<file path="src/rtl/seq_pattern_detector.sv">
// Serial detector for a runtime-loaded 1..MAX_LEN bit pattern, with an optional saturating match counter (MATCH_COUNT_EN).
// Match pulse one cycle after the completing bit; accepts one bit per cycle, never back-pressures.
module seq_pattern_detector #(
  parameter int MAX_LEN = 8,
  parameter int LEN_W   = $clog2(MAX_LEN + 1),
  parameter int CNT_W   = 8
) (
  input  logic               CLK,
  input  logic               RST,
  input  logic               Binary_In,
  input  logic               In_Valid,
  input  logic               Cfg_Load,
  input  logic [MAX_LEN-1:0] Cfg_Pattern,
  input  logic [LEN_W-1:0]   Cfg_Len,
  input  logic               Cfg_Overlap,
  output logic               sequence_detected,
  output logic               Armed,
  output logic               Cfg_Err,
  output logic [CNT_W-1:0]   Match_Count
);

  typedef enum logic {IDLE, RUN} state_t;

  state_t             state_q, state_d;
  logic [MAX_LEN-1:0] hist_q, hist_d;
  logic [MAX_LEN-1:0] pat_q, pat_d;
  logic [LEN_W-1:0]   len_q, len_d;
  logic [LEN_W-1:0]   fill_q, fill_d;
  logic               ovl_q, ovl_d;
  logic               det_q, det_d;
  logic               err_q, err_d;

  logic [MAX_LEN-1:0] len_mask;
  logic [MAX_LEN-1:0] hist_shift;
  logic [LEN_W-1:0]   fill_inc;
  logic               cfg_legal;
  logic               hit;

`ifdef MATCH_COUNT_EN
  logic [CNT_W-1:0]   cnt_q, cnt_d;
`endif

  // Only the low len_q history bits take part in the compare.
  always_comb begin
    len_mask = '0;
    for (int i = 0; i < MAX_LEN; i++) begin
      len_mask[i] = (LEN_W'(i) < len_q);
    end
  end

  assign cfg_legal  = (Cfg_Len != '0) && (Cfg_Len <= LEN_W'(MAX_LEN));
  assign hist_shift = {hist_q[MAX_LEN-2:0], Binary_In};
  assign fill_inc   = (fill_q < len_q) ? fill_q + 1'b1 : len_q;
  assign hit        = (fill_inc == len_q) && (((hist_shift ^ pat_q) & len_mask) == '0);

  always_ff @(posedge CLK) begin
    if (RST) begin
      state_q <= IDLE;
      hist_q  <= '0;
      pat_q   <= '0;
      len_q   <= '0;
      fill_q  <= '0;
      ovl_q   <= 1'b0;
      det_q   <= 1'b0;
      err_q   <= 1'b0;
`ifdef MATCH_COUNT_EN
      cnt_q   <= '0;
`endif
    end else begin
      state_q <= state_d;
      hist_q  <= hist_d;
      pat_q   <= pat_d;
      len_q   <= len_d;
      fill_q  <= fill_d;
      ovl_q   <= ovl_d;
      det_q   <= det_d;
      err_q   <= err_d;
`ifdef MATCH_COUNT_EN
      cnt_q   <= cnt_d;
`endif
    end
  end

  always_comb begin
    state_d = state_q;
    hist_d  = hist_q;
    pat_d   = pat_q;
    len_d   = len_q;
    fill_d  = fill_q;
    ovl_d   = ovl_q;
    det_d   = 1'b0;
    err_d   = 1'b0;
`ifdef MATCH_COUNT_EN
    cnt_d   = cnt_q;
`endif
    // A load always takes priority; any bit presented alongside it is dropped.
    if (Cfg_Load) begin
      if (cfg_legal) begin
        state_d = RUN;
        pat_d   = Cfg_Pattern;
        len_d   = Cfg_Len;
        ovl_d   = Cfg_Overlap;
        hist_d  = '0;
        fill_d  = '0;
`ifdef MATCH_COUNT_EN
        cnt_d   = '0;
`endif
      end else begin
        err_d = 1'b1;
      end
    end else if (state_q == RUN && In_Valid) begin
      hist_d = hist_shift;
      fill_d = fill_inc;
      if (hit) begin
        det_d = 1'b1;
        if (!ovl_q) fill_d = '0;
`ifdef MATCH_COUNT_EN
        if (cnt_q != '1) cnt_d = cnt_q + 1'b1;
`endif
      end
    end
  end

  assign sequence_detected = det_q;
  assign Armed             = (state_q == RUN);
  assign Cfg_Err           = err_q;
`ifdef MATCH_COUNT_EN
  assign Match_Count       = cnt_q;
`else
  assign Match_Count       = '0;
`endif

endmodule

</file>
<file path="config.mk">
export PLATFORM = sky130hd
export DESIGN_NAME = seq_pattern_detector
export DESIGN_NICKNAME = d
export VERILOG_FILES = /design/src/rtl/seq_pattern_detector.sv
export SDC_FILE = /design/constraint.sdc
export NUM_CORES = 1
export LEC_CHECK = 0
export BUFFER_PORTS_ARGS = -buffer_cell sky130_fd_sc_hd__buf_4
export CORE_ASPECT_RATIO = 0.7
export CORE_MARGIN = 1.5
export CORE_UTILIZATION = 57
export CTS_CLUSTER_SIZE = 10
export DETAILED_ROUTE_END_ITERATION = 10
export GPL_TIMING_DRIVEN = 1
export PLACE_DENSITY = 0.82
export SLEW_MARGIN = 5
export SYNTH_ARGS = -nofsm -noshare
export SYNTH_HDL_FRONTEND = slang
export SYNTH_SLANG_ARGS = --single-unit
</file>
<file path="constraint.sdc">
create_clock -name CLK -period 3 [get_ports CLK]
set_clock_uncertainty 0.05 [all_clocks]
set_input_delay 0.75 -clock CLK [delete_from_list [all_inputs] [get_ports CLK]]
set_output_delay 0.75 -clock CLK [all_outputs]
set_load 0.1 [all_outputs]
</file>
==> flow_summary.yaml <==
pwr:
  p_sw_uw: 232
  p_leak_nw: 0.630
  power_frac_comb: 0.243
  switching_share: 0.329
  p_per_area_nw_per_um2: 446
  finalPower_uw: 706
  p_int_uw: 474
  ir_drop_mv: 0.286
  sequentialPowerShare: 0.540
  clkPwrFrac: 0.218
finish:
  instances_no_fill: 222
  layout_commonest_cell: "nand2_1"
  final_util: 0.706
  area_growth_pct: 11.9
  antenna_cells: 0
  final_cell_mix: "nand2_1, dfxtp_1, buf_4"
  drive_gt1_frac: 0.158
  nets: 213
  fillers: 174
  fin_area_sq_um: 1580
critical_path:
  cp.required_ns: 3.18
  startpoint_type: "flip-flop"
  worst-setup-path-type: "flip-flop to flip-flop"
  path_max_fanout: 9
  cp_data_arrival_time_ns: 2.46
  cp-end-kind: "flip-flop"
cts:
  clock_path_buffers: 2
  ctsResizeCount: 0
  cts_buffers: 3
  clk_latency_ns: 0.33
  cts_tree: "built"
  path_clk_slew_ns: 0.14
  ctsHoldBuffers: 0
  cts_setup_buffers: 0
  clock_sinks: 27
  cts-root-buf: "clkbuf_4"
  htree_levels: 1
place:
  gp_congestion: 0.884
  pre_cts_ws_ns: 0.582
  dp_cells: 218
  portBuffers: 20
  dp_hpwl_mm: 2.34
  placed_area_sq_um: 1560
grt:
  grt_pass1_vias: 1206
  antenna_found_initial: 0
  grt_max_degree: 21
  track_usage: 0.247
  grt_overflow: 0
  grt_pass1_wl_mm: 5.25
drt:
  drtAntennaViolNets: 0
  drt-initial-drc-count: 138
  wl_per_cell_microns: 13.6
  routed_wl_mm: 3.03
  via_count: 1254
  first_pass_iters: 4
  route.detailed.drc: 0
  routed_via_density: 5.65
die:
  die_area_sq_um: 2790
  start_util: 0.631
  rows: 14
  fp.dieH_microns: 44.7
  io_pins: 29
  core_area_sq_um: 2240
  fp.dieW_microns: 62.5
timing:
  min_period_ns: 2.28
  worst_slack_ns: 0.717
  hold_viol_final: 0
  max_slew_margin: 0.658
  fmax_ghz: 0.438
  setup_viol: 0
  tightest_slew_ns: 0.511
  holdWs_ns: 0.430
  maxSlewViolCount: 0
  finalSetupTns_ns: 0
  finalCritPeriodShare: 0.761
  rsz0062_at_grt: "no"
yosys:
  synth_edf_count: 0
  ys.flop_type: "dfxtp_1"
  ys_seq_elements: 27
  async_reset_ff_frac: 0
  netlist_instances: 171
  synth_seq_area_share: 0.382
  syn_area_sq_um: 1410
  yosys_warnings: 0
  syn_avg_cell_area_sq_um: 8.27
  synth_cell_types: 37
status:
  status: "complete, no violations"
run:
  cap_violations: 0
worst_hold_path:
  min_path_type: "flip-flop to flip-flop"
[path summary, 6_finish.rpt]
check                              start         to  slack (ns)  cells after the start
worst max-delay path            len_q[3]  fill_q[0]        0.72                      7
worst min-delay path            pat_q[3]   pat_q[3]        0.43                      2
worst max register to register  len_q[3]  fill_q[0]        0.72                      7
worst min register to register  pat_q[3]   pat_q[3]        0.43                      2
[Yosys cell counts (3+ instances only)]
library cell / instances / area (sq um)
a21oi_1: 20 / 100
a22o_1: 5 / 43.8
a31oi_1: 3 / 18.8
buf_4: 8 / 60.1
clkbuf_1: 5 / 18.8
dfxtp_1: 27 / 541
ha_1: 4 / 50.1
inv_1: 5 / 18.8
nand2_1: 33 / 124
nand3_1: 3 / 15.0
nor2_1: 10 / 37.5
nor3b_1: 3 / 22.5
o21ai_0: 5 / 25.0
xnor2_1: 12 / 105
xor2_1: 3 / 26.3
[logic make-up (layout without fill, tap and decap cells)]
kind of cell    Yosys count  count (layout)  share of synthesized area
simple gates             60              60                      0.197
compound gates           45              45                      0.212
flops                    27              27                      0.382
buf+inv                  19              31                     0.0770
xor+xnor                 15              15                     0.0929
fa+ha+maj                 4               4                     0.0354
other cells               1               8                    0.00265
[sequential cells by signal, indices dropped and copies added, names as in the netlist]
register,cells
hist_q,7
sequence_detected,1
pat_q,8
fill_q,4
ovl_q,1
len_q,4
Cfg_Err,1
Armed,1
[area by class of cell]
cell class	instances	area [sq um]	share of cell area
multi-input combinational	132	791	0.500
sequential	27	541	0.342
timing repair buffer	22	165	0.104
tap	32	40.0	0.0253
clock buffer	3	22.5	0.0142
inverter	5	18.8	0.0119
clock inverter	1	5.00	0.00316
[worst max-delay path, cell delays in order (launching register included)]
cell       delay (ns)
dfxtp_1          0.51
inv_1            0.18
ha_1             0.33
nand2_1          0.06
o21a_1           0.29
a2111oi_4        0.45
nand2b_2         0.24
o21ai_1          0.08
[layer usage]
| layer | wire length, microns | track usage |
|---|---|---|
| met1 | 1300 | 0.300 |
| met2 | 1390 | 0.428 |
| met3 | 279 | 0.0662 |
| met4 | 63 | 0.102 |
| met5 | 0 | 0 |
[power groups by stage]
| stage | Sequential (mW) | Combinational, mW | Clock (mW) |
|---|---|---|---|
| final | 0.381 | 0.171 | 0.154 |
| after global routing | 0.383 | 0.183 | 0.178 |
| after CTS | 0.381 | 0.171 | 0.159 |
| after detailed placement | 0.389 | 0.170 | 0 |
| after global placement | 0.388 | 0.165 | 0 |
| after floorplan | 0.399 | 0.129 | 0 |
No activity file was read; power rests on OpenSTA's default activity.
